**src/rtl/cla_nibble_seq.sv**
```systemverilog
`default_nettype none
// ============================================================================
// Module      : cla_nibble_seq
// Description : Multi-cycle WIDTH-bit adder/subtractor that reuses a single
//               4-bit carry-lookahead slice, processing one nibble per clock
//               from least to most significant. Operands are captured on a
//               start handshake, the carry is registered between nibbles and
//               the full result is presented with a one-cycle done pulse.
// Ports       : clk   - clock, all state updates on the rising edge
//               rst   - asynchronous active-high reset
//               start - request, sampled only in IDLE or DONE
//               sub   - 1: a - b (b inverted, carry-in 1, cin ignored)
//                       0: a + b + cin
//               a, b  - operands, captured on the accepting edge
//               cin   - carry-in for add, captured on the accepting edge
//               busy  - high while nibbles are being processed
//               done  - one-cycle pulse, result valid
//               s     - registered result, held until the next completion
//               cout  - carry out of the top bit (sub: 1 = no borrow)
//               ovf   - signed two's-complement overflow
// Revision    : 1.0 - initial release
// ============================================================================
module cla_nibble_seq #(
  parameter int WIDTH = 16  // multiple of 4, at least 8
) (
  input  logic             clk,
  input  logic             rst,
  input  logic             start,
  input  logic             sub,
  input  logic [WIDTH-1:0] a,
  input  logic [WIDTH-1:0] b,
  input  logic             cin,
  output logic             busy,
  output logic             done,
  output logic [WIDTH-1:0] s,
  output logic             cout,
  output logic             ovf
);

  localparam int c_nib   = WIDTH / 4;
  localparam int c_cnt_w = (c_nib > 1) ? $clog2(c_nib) : 1;
  localparam logic [c_cnt_w-1:0] c_last = c_cnt_w'(c_nib - 1);

  typedef enum logic [1:0] {
    ST_IDLE = 2'd0,
    ST_RUN  = 2'd1,
    ST_DONE = 2'd2
  } state_t;

  state_t             r_state;
  logic [WIDTH-1:0]   r_a_sh;
  logic [WIDTH-1:0]   r_b_sh;
  logic               r_c;
  logic [c_cnt_w-1:0] r_cnt;
  // Holds only the nibbles already produced; the nibble being computed this
  // cycle is appended on top, so the low nibble slot is never needed.
  logic [WIDTH-5:0]   r_s_sh;
  logic               r_a_msb;
  logic               r_b_msb;
  logic [WIDTH-1:0]   r_s;
  logic               r_cout;
  logic               r_ovf;

  logic [3:0]         w_p;
  logic [3:0]         w_g;
  logic               w_c1;
  logic               w_c2;
  logic               w_c3;
  logic               w_c4;
  logic [3:0]         w_sum;
  logic [WIDTH-1:0]   w_s_next;
  logic [WIDTH-1:0]   w_b_in;

  // 4-bit carry-lookahead slice on the current low nibble.
  assign w_p = r_a_sh[3:0] ^ r_b_sh[3:0];
  assign w_g = r_a_sh[3:0] & r_b_sh[3:0];

  assign w_c1 = w_g[0] | (w_p[0] & r_c);
  assign w_c2 = w_g[1] | (w_p[1] & w_g[0]) | (w_p[1] & w_p[0] & r_c);
  assign w_c3 = w_g[2] | (w_p[2] & w_g[1]) | (w_p[2] & w_p[1] & w_g[0])
              | (w_p[2] & w_p[1] & w_p[0] & r_c);
  assign w_c4 = w_g[3] | (w_p[3] & w_g[2]) | (w_p[3] & w_p[2] & w_g[1])
              | (w_p[3] & w_p[2] & w_p[1] & w_g[0])
              | (w_p[3] & w_p[2] & w_p[1] & w_p[0] & r_c);

  assign w_sum    = w_p ^ {w_c3, w_c2, w_c1, r_c};
  assign w_s_next = {w_sum, r_s_sh};

  // Subtraction is a + ~b + 1; inversion happens once at capture.
  assign w_b_in = sub ? ~b : b;

  always_ff @(posedge clk or posedge rst) begin
    if (rst) begin
      r_state <= ST_IDLE;
      r_a_sh  <= '0;
      r_b_sh  <= '0;
      r_c     <= 1'b0;
      r_cnt   <= '0;
      r_s_sh  <= '0;
      r_a_msb <= 1'b0;
      r_b_msb <= 1'b0;
      r_s     <= '0;
      r_cout  <= 1'b0;
      r_ovf   <= 1'b0;
    end else begin
      case (r_state)
        ST_IDLE, ST_DONE: begin
          if (start) begin
            r_a_sh  <= a;
            r_b_sh  <= w_b_in;
            r_c     <= sub ? 1'b1 : cin;
            r_cnt   <= '0;
            r_s_sh  <= '0;
            r_a_msb <= a[WIDTH-1];
            r_b_msb <= w_b_in[WIDTH-1];
            r_state <= ST_RUN;
          end else begin
            r_state <= ST_IDLE;
          end
        end
        ST_RUN: begin
          r_s_sh <= w_s_next[WIDTH-1:4];
          r_a_sh <= {4'b0000, r_a_sh[WIDTH-1:4]};
          r_b_sh <= {4'b0000, r_b_sh[WIDTH-1:4]};
          r_c    <= w_c4;
          r_cnt  <= r_cnt + c_cnt_w'(1);
          // Last nibble: publish the whole result on this edge only, so the
          // visible outputs never show a partial sum.
          if (r_cnt == c_last) begin
            r_s     <= w_s_next;
            r_cout  <= w_c4;
            r_ovf   <= (r_a_msb == r_b_msb) && (w_s_next[WIDTH-1] != r_a_msb);
            r_state <= ST_DONE;
          end
        end
        default: r_state <= ST_IDLE;
      endcase
    end
  end

  assign busy = (r_state == ST_RUN);
  assign done = (r_state == ST_DONE);
  assign s    = r_s;
  assign cout = r_cout;
  assign ovf  = r_ovf;

endmodule
`default_nettype wire

```
**config.mk**
```make
export PLATFORM = sky130hd
export DESIGN_NAME = cla_nibble_seq
export DESIGN_NICKNAME = d
export VERILOG_FILES = /design/src/rtl/cla_nibble_seq.sv
export SDC_FILE = /design/constraint.sdc
export NUM_CORES = 1
export LEC_CHECK = 0
export ABC_AREA = 1
export CAP_MARGIN = 25
export CORE_MARGIN = 1
export CORE_UTILIZATION = 25
export CTS_CLUSTER_DIAMETER = 80
export DETAILED_ROUTE_END_ITERATION = 12
export PLACE_DENSITY_LB_ADDON = 0.05
export RECOVER_POWER = 50
export SKIP_LAST_GASP = 1
export SYNTH_ARGS = -nofsm -noshare
export SYNTH_HDL_FRONTEND = slang
export SYNTH_SLANG_ARGS = --single-unit
```
**constraint.sdc**
```tcl
create_clock -name clk -period 2 [get_ports clk]
set_clock_uncertainty 0.05 [all_clocks]
set_input_delay 0.3 -clock clk [delete_from_list [all_inputs] [get_ports clk]]
set_output_delay 0.3 -clock clk [all_outputs]
set_load 0.01 [all_outputs]
```
### Word-level counts from Yosys, hierarchy flattened

Index checks and enable logic that the tools add are counted.
W data, S select, Z words.

| word-level totals | value |
|---|---|
| register bits after elaboration | 69 |

| operators by class | value |
|---|---|
| add/sub/neg operators | 1 |
| eq/ne operators | 7 |
| muxes and demuxes | 15 |
| bitwise gates (word level) | 30 |
| reduce and logical (&&, ||, !) cells | 7 |

Operators with widths:

| operator | number |
|---|---|
| $pmux W16 S2 | 2 |
| $mux W16 | 3 |
| $pmux W12 S2 | 1 |
| $and A1 B1 Y1 | 16 |
| $not A16 Y16 | 1 |
| $mux W12 | 1 |
| $or A1 B1 Y1 | 10 |
| $pmux W2 S2 | 2 |
| $xor A4 B4 Y4 | 2 |
| $reduce_and A2 Y1 | 3 |
| $and A4 B4 Y4 | 1 |
| $eq A2 B2 Y1 const B | 2 |
| $mux W2 | 2 |
| $mux W1 | 3 |
| $add A2 B1 Y2 const B | 1 |
| $eq A2 B1 Y1 const B | 1 |
| $logic_not A2 Y1 | 1 |
| $ne A2 B1 Y1 const B | 1 |
| $ne A2 B2 Y1 const B | 1 |
| $pmux W1 S2 | 1 |
| $reduce_bool A2 Y1 | 1 |
| $reduce_or A2 Y1 | 1 |
| $eq A1 B1 Y1 | 1 |
| $logic_and A1 B1 Y1 | 1 |
| $ne A1 B1 Y1 | 1 |

### Longest topological paths before layout

Gate-level depths: netlist of the first run.

| logic depth | value |
|---|---|
| depth in word-level cells | 8 |
| mapped depth | 10 |
| mapped depth without buffers | 10 |

### Least setup slack after synthesis of the first run

No wires, ideal clock.

| timing | value |
|---|---|
| path type | register to register |
| from | register r_a_sh[2] |
| to | register r_c |
| setup time | 0.126 ns |
| arrival time | 1.318 ns |
| data required time | 1.824 ns |
| slack | 0.506 ns |
| cell stages (with the launch flop) | 9 |
| period minus slack after synthesis | 1.494 ns |
| cell sequence | dfrtp_1 ha_1 or2_0 nand2_1 nand2_1 nand2_1 nand2_1 nand2_1 nand3_1 |

| on the way | value |
|---|---|
| longest elaborated chain between the ends | 7 |
| elaborated cells on any way between the ends | 14 |
| classes of those cells | 1 x mux; 13 x bitwise |

RTL lines:

| element | RTL line | text |
|---|---|---|
| start: declaration | 51 | `logic [WIDTH-1:0] r_a_sh;` |
| start signal: assignment | 123 | `r_a_sh <= {4'b0000, r_a_sh[WIDTH-1:4]};` |
| $and A4 B4 Y4 / $xor A4 B4 Y4 (equally long branches) | 76, 75 |  |
| $and A1 B1 Y1 (on tied branches) | 82, 83, 84 |  |
| $or A1 B1 Y1 (tied with other cells) (2 in a row) | 82 | `assign w_c4 = w_g[3] \| (w_p[3] & w_g[2]) \| (w_p[3] & w_p[2] & w_g[1])` |
| $or A1 B1 Y1 / $and A1 B1 Y1 (equally long branches) | 83, 84 |  |
| $or A1 B1 Y1 * | 84 | `\| (w_p[3] & w_p[2] & w_p[1] & w_p[0] & r_c);` |
| $pmux W1 S2 * | 106 | `case (r_state)` |
| end signal: assignment | 111 | `r_c <= sub ? 1'b1 : cin;` |
| end signal: assignment | 125 | `r_c <= w_c4;` |
| end: declaration | 53 | `logic r_c;` |

Mark *: on every way between the ends. The rest lies on a longest branch, timed or not.
A chain may end at the register's enable or synchronous reset.

### Worst setup path after layout of the first run

| timing | value |
|---|---|
| from | register r_state[1] |
| to | output busy |

| on the way | value |
|---|---|
| longest elaborated chain between the ends | 1 |

RTL lines:

| element | RTL line | text |
|---|---|---|
| start: declaration | 50 | `state_t r_state;` |
| start signal: assignment | 94 | `r_state <= ST_IDLE;` |
| start signal: assignment | 116 | `r_state <= ST_RUN;` |
| start signal: assignment | 118 | `r_state <= ST_IDLE;` |
| $eq A2 B1 Y1 | 141 | `assign busy = (r_state == ST_RUN);` |
| end: declaration | 33 | `output logic busy,` |

No other way between the ends.

==> qor_table.md, run 1 <==
| Stage | Metric | Value |
| --- | --- | --- |
| run status | Result of the run | finished, final reports clean |
| place | Placed Instances | 530 |
| drt | Detailed router's first-iteration violation count | 80 |
| clock network | CTS H-tree depth | 3 |
| worst setup path | CP Max Fanout | 4 |
| timing | Final setup violation count | 0 |
| drt | Total detailed-routing wirelength | 7.19 mm |
| cells and area | Antenna diode count | 0 |
| cells and area | Nets | 418 |
| synth | Number of nets in the synthesized netlist | 352 |
| synth | Syn Std Cell Area | 3100 sq um |
| die | # IOs | 57 |
| power | Leakage component of the power | 1.85 nW |
| clock network | Post_cts resized | 0 |
| die | Full die area | 12800 sq um |
| hold path | Classification of the worst-slack hold path | reg -> reg |
| cells and area | Count of fill cells added during filler insertion | 1284 |
| worst setup path | Slowest stage delay, CP | 540 ps |
| timing | Time the final worst path needs with I/O delays and setup | 1860 ps |
| drt | Total vias in the final route | 2296 |
| synth | Flop and latch count out of synthesis | 69 |
| global routing | Initial antenna violation count | 0 |
| die | Initial core utilization | 25.7% |
| die | Placeable core region | 12100 sq um |
| worst setup path | Kind of capture point of the worst setup path | primary output |
| timing | Endpoints failing hold | 0 |
| clock network | CTS buffer count | 9 |
| worst setup path | Buffer and inverter count on the worst path | 3 |
| worst setup path | Crit-path leading delay family | buffers and inverters |
| drt | Vias/cell | 4.19 |
| synth | Number of warning messages in the yosys log | 0 |
| synth | Proportion of synthesized flip-flops having asynchronous set or reset | 100% |
| timing | Maximum clock rate | 538 MHz |
| cells and area | Sequential Area | 1730 sq um |
| place | RePlAce Congestion | 0.699 |
| power | Total power divided by cell area | 1630 nW/um^2 |
| global routing | First-pass GRT wire length | 12.1 mm |
| cells and area | Multi-input logic area | 1100 sq um |
| timing | Setup repair after global routing missed its margin | false |
| worst setup path | Required time of the critical path | 1650 ps |
| clock network | Root buffer selected by CTS | sky130_fd_sc_hd__clkbuf_16 |
| power | Maximum vdd drop | 0.559 mV |
| cells and area | Commonest non-fill, non-tap cells in the layout | sky130_fd_sc_hd__nand2_1, sky130_fd_sc_hd__dfrtp_1, sky130_fd_sc_hd__clkdlybuf4s50_1 |
| cells and area | Cell Count, Final, Fillers Out | 548 |
| synth | Post-synthesis xor/xnor area fraction | 4.81% |
| synth | Post-synthesis cell count | 309 |
| worst setup path | Cells along the critical path | inv_1 > nand2_4 > inv_4 > clkdlybuf4s50_1 |
| clock network | Max Buffers Root-to-Sink | 2 |
| synth | Mux share of post-synthesis cell area | 0% |
| global routing | Global-route congestion overflow total | 0 |
| cells and area | Fraction of final layout cells with drive strength greater than 1 | 11.1% |
| synth | Synthesized area per cell | 10.0 sq um |
| die | Die Width | 113 um |
| synth | Simple-gate portion of the synthesized area | 13.1% |
| drt | Count of nets left with antenna violations after detail routing | 0 |
| synth | Synth unique cells | 31 |
| global routing | Total global-route track usage | 12.3% |
| synth | Adder-cell area share of the yosys netlist | 2.67% |
| clock network | Clk Latency, worst-skew pair | 330 ps |
| drt | Remaining design rule violation count | 0 |
| global routing | Via count of the first global-routing pass | 2269 |
| cells and area | Leading cell type in the layout, fill and taps excluded | sky130_fd_sc_hd__nand2_1 |
| cells and area | Synth-to-Final Area Change | 34.5% |
| worst setup path | CP max-delay cell | sky130_fd_sc_hd__clkdlybuf4s50_1 |
| synth | Sequential fraction of the synthesis area | 55.8% |
| die | Vertical extent of the die | 113 um |
| run | Max Cap Violations | 0 |
| synth | Most used flip-flop cell after synthesis | sky130_fd_sc_hd__dfrtp_1 |
| timing | Max-slew violations | 0 |
| worst setup path | Critical setup path kind | reg -> out |
| synth | Synthesized-area fraction occupied by ao, oa, aoi and oai cells | 15.3% |
| drt | Number of iterations in the first detailed-routing pass | 4 |
| clock network | Post-CTS clock slew at the launch and capture registers of the worst setup and hold paths | 60 ps |
| place | Half-perimeter wire length after placement | 5.13 mm |
| timing | Setup TNS after final layout | 0 ps |
| timing | Max-slew headroom | 44.1% |
| worst setup path | Arrival time worst endpoint | 1510 ps |
| timing | Period utilization | 92.9% |
| synth | Number of enable-type register cells in the synthesized netlist | 0 |
| global routing | Pin count of the biggest net entering global routing | 33 |
| clock network | # clock sinks | 69 |
| synth | Combinational family with the most area after synthesis | compound AO/OA/AOI/OAI gates |
| die | Number of rows created at floorplan | 40 |
| place | Count of port buffers added during placement | 56 |
| drt | Wire length per cell | 13.1 um |
| worst setup path | Kind of launch point of the worst setup path | register |
| timing | Slew @ Worst Pin | 839 ps |
| clock network | Clock tree from TritonCTS | built |
[worst register-to-register path, stage by stage, from the launching register on]
cell	delay (ps)
sky130_fd_sc_hd__dfrtp_1	410
sky130_fd_sc_hd__ha_1	330
sky130_fd_sc_hd__or2_0	230
sky130_fd_sc_hd__nand2_1	110
sky130_fd_sc_hd__nand2_1	80
sky130_fd_sc_hd__nand2_1	130
sky130_fd_sc_hd__nand2_1	100
sky130_fd_sc_hd__nand2_1	80
sky130_fd_sc_hd__nand3_1	60
[final timing paths]
path                                        start                endpoint  slack (ps)  cells after the start
setup / recovery           r_state[1]$_DFFE_PP0P_                    busy         140                      4
hold / removal               r_cnt[0]$_DFFE_PP0P_    r_cnt[0]$_DFFE_PP0P_         430                      1
setup reg to reg            r_b_sh[2]$_DFFE_PP0P_         r_c$_DFFE_PP0P_         310                      8
hold reg to reg              r_cnt[0]$_DFFE_PP0P_    r_cnt[0]$_DFFE_PP0P_         430                      1
max in group asynchronous                     rst   r_s_sh[7]$_DFFE_PP0P_         470                      3
min in group asynchronous                     rst  r_a_sh[15]$_DFFE_PP0P_         490                      2
[flip-flops by register name, indices dropped and copies added (netlist names)]
signal	count
r_state	2
s	16
r_a_sh	16
cout	1
r_b_sh	16
ovf	1
r_cnt	2
r_c	1
r_b_msb	1
r_s_sh	12
r_a_msb	1
[cells by family (layout without fill, tap and decap cells)]
| group | Yosys count | in the layout |
|---|---|---|
| flip-flops | 69 | 69 |
| adder cells (fa/ha/maj) | 6 | 6 |
| buffers and inverters | 54 | 125 |
| AND/OR/NAND/NOR | 98 | 98 |
| XOR/XNOR | 17 | 17 |
| AO/OA/AOI/OAI | 65 | 65 |
[final cells by class]
class	count	share of cell area, %
clock inverter	6	2.07
multi-input combinational	186	26.5
inverter	39	3.61
sequential	69	41.5
timing repair buffer	70	15.5
clock buffer	10	5.74
tap	168	5.05
[cell usage after synthesis (6+ instances only)]
cell type / instances / area share, %
sky130_fd_sc_hd__nand2_1: 79 / 9.6
sky130_fd_sc_hd__o211ai_1: 12 / 2.9
sky130_fd_sc_hd__o221ai_1: 11 / 3.1
sky130_fd_sc_hd__o22ai_1: 10 / 2.0
sky130_fd_sc_hd__dfrtp_1: 69 / 56
sky130_fd_sc_hd__o21ai_1: 6 / 0.97
sky130_fd_sc_hd__nand3_1: 8 / 1.3
sky130_fd_sc_hd__o21ai_0: 13 / 2.1
sky130_fd_sc_hd__buf_2: 6 / 0.97
sky130_fd_sc_hd__inv_1: 36 / 4.4
sky130_fd_sc_hd__xnor2_1: 16 / 4.5
[routing by layer]
layer / vias to the layer above / part of all wire (%) / GRT usage, %
li1: 1157 / - / -
met1: 1084 / 50 / 16.0
met2: 46 / 45 / 19.8
met3: 9 / 3.1 / 2.84
met4: 0 / 1.6 / 4.47
met5: - / 0 / 0
[power breakdown]
| group | switching (mW) | internal, mW |
|---|---|---|
| registers | 0.301 | 2.01 |
| clock network | 0.599 | 1.12 |
| logic | 1.57 | 1.18 |
[per-stage QoR]
stage	area [sq um]	setup WS [ps]	hold slack, ps	total power [mW]	util (%)
5_1_grt	4160	95.5	452	7.34	34.5
3_3_place_gp	3880	318	416	5.15	32.1
3_5_place_dp	3880	296	423	5.17	32.1
4_1_cts	4200	30.1	302	6.94	34.8
2_1_floorplan	3100	506	372	4.24	-
6_report	4160	142	428	6.78	34.5
[what timing repair did]
item	CTS	global route
hold buffers	0	0
buffers inserted	0	2
endpoints found under the setup margin	0	1
(Power assumes the default switching activity.)
==> run 2, diff against run 1 <==
--- a/config.mk
+++ b/config.mk
@@ -10,6 +10,7 @@
 export CORE_MARGIN = 1
 export CORE_UTILIZATION = 25
 export CTS_CLUSTER_DIAMETER = 80
+export CTS_CLUSTER_SIZE = 20
 export DETAILED_ROUTE_END_ITERATION = 12
 export PLACE_DENSITY_LB_ADDON = 0.05
 export RECOVER_POWER = 50
@@ -17,3 +18,4 @@
 export SYNTH_ARGS = -nofsm -noshare
 export SYNTH_HDL_FRONTEND = slang
 export SYNTH_SLANG_ARGS = --single-unit
+export TNS_END_PERCENT = 1
==> results of run 2 <==
No change in the layout: final DEF, timing and power equal those of run 1.
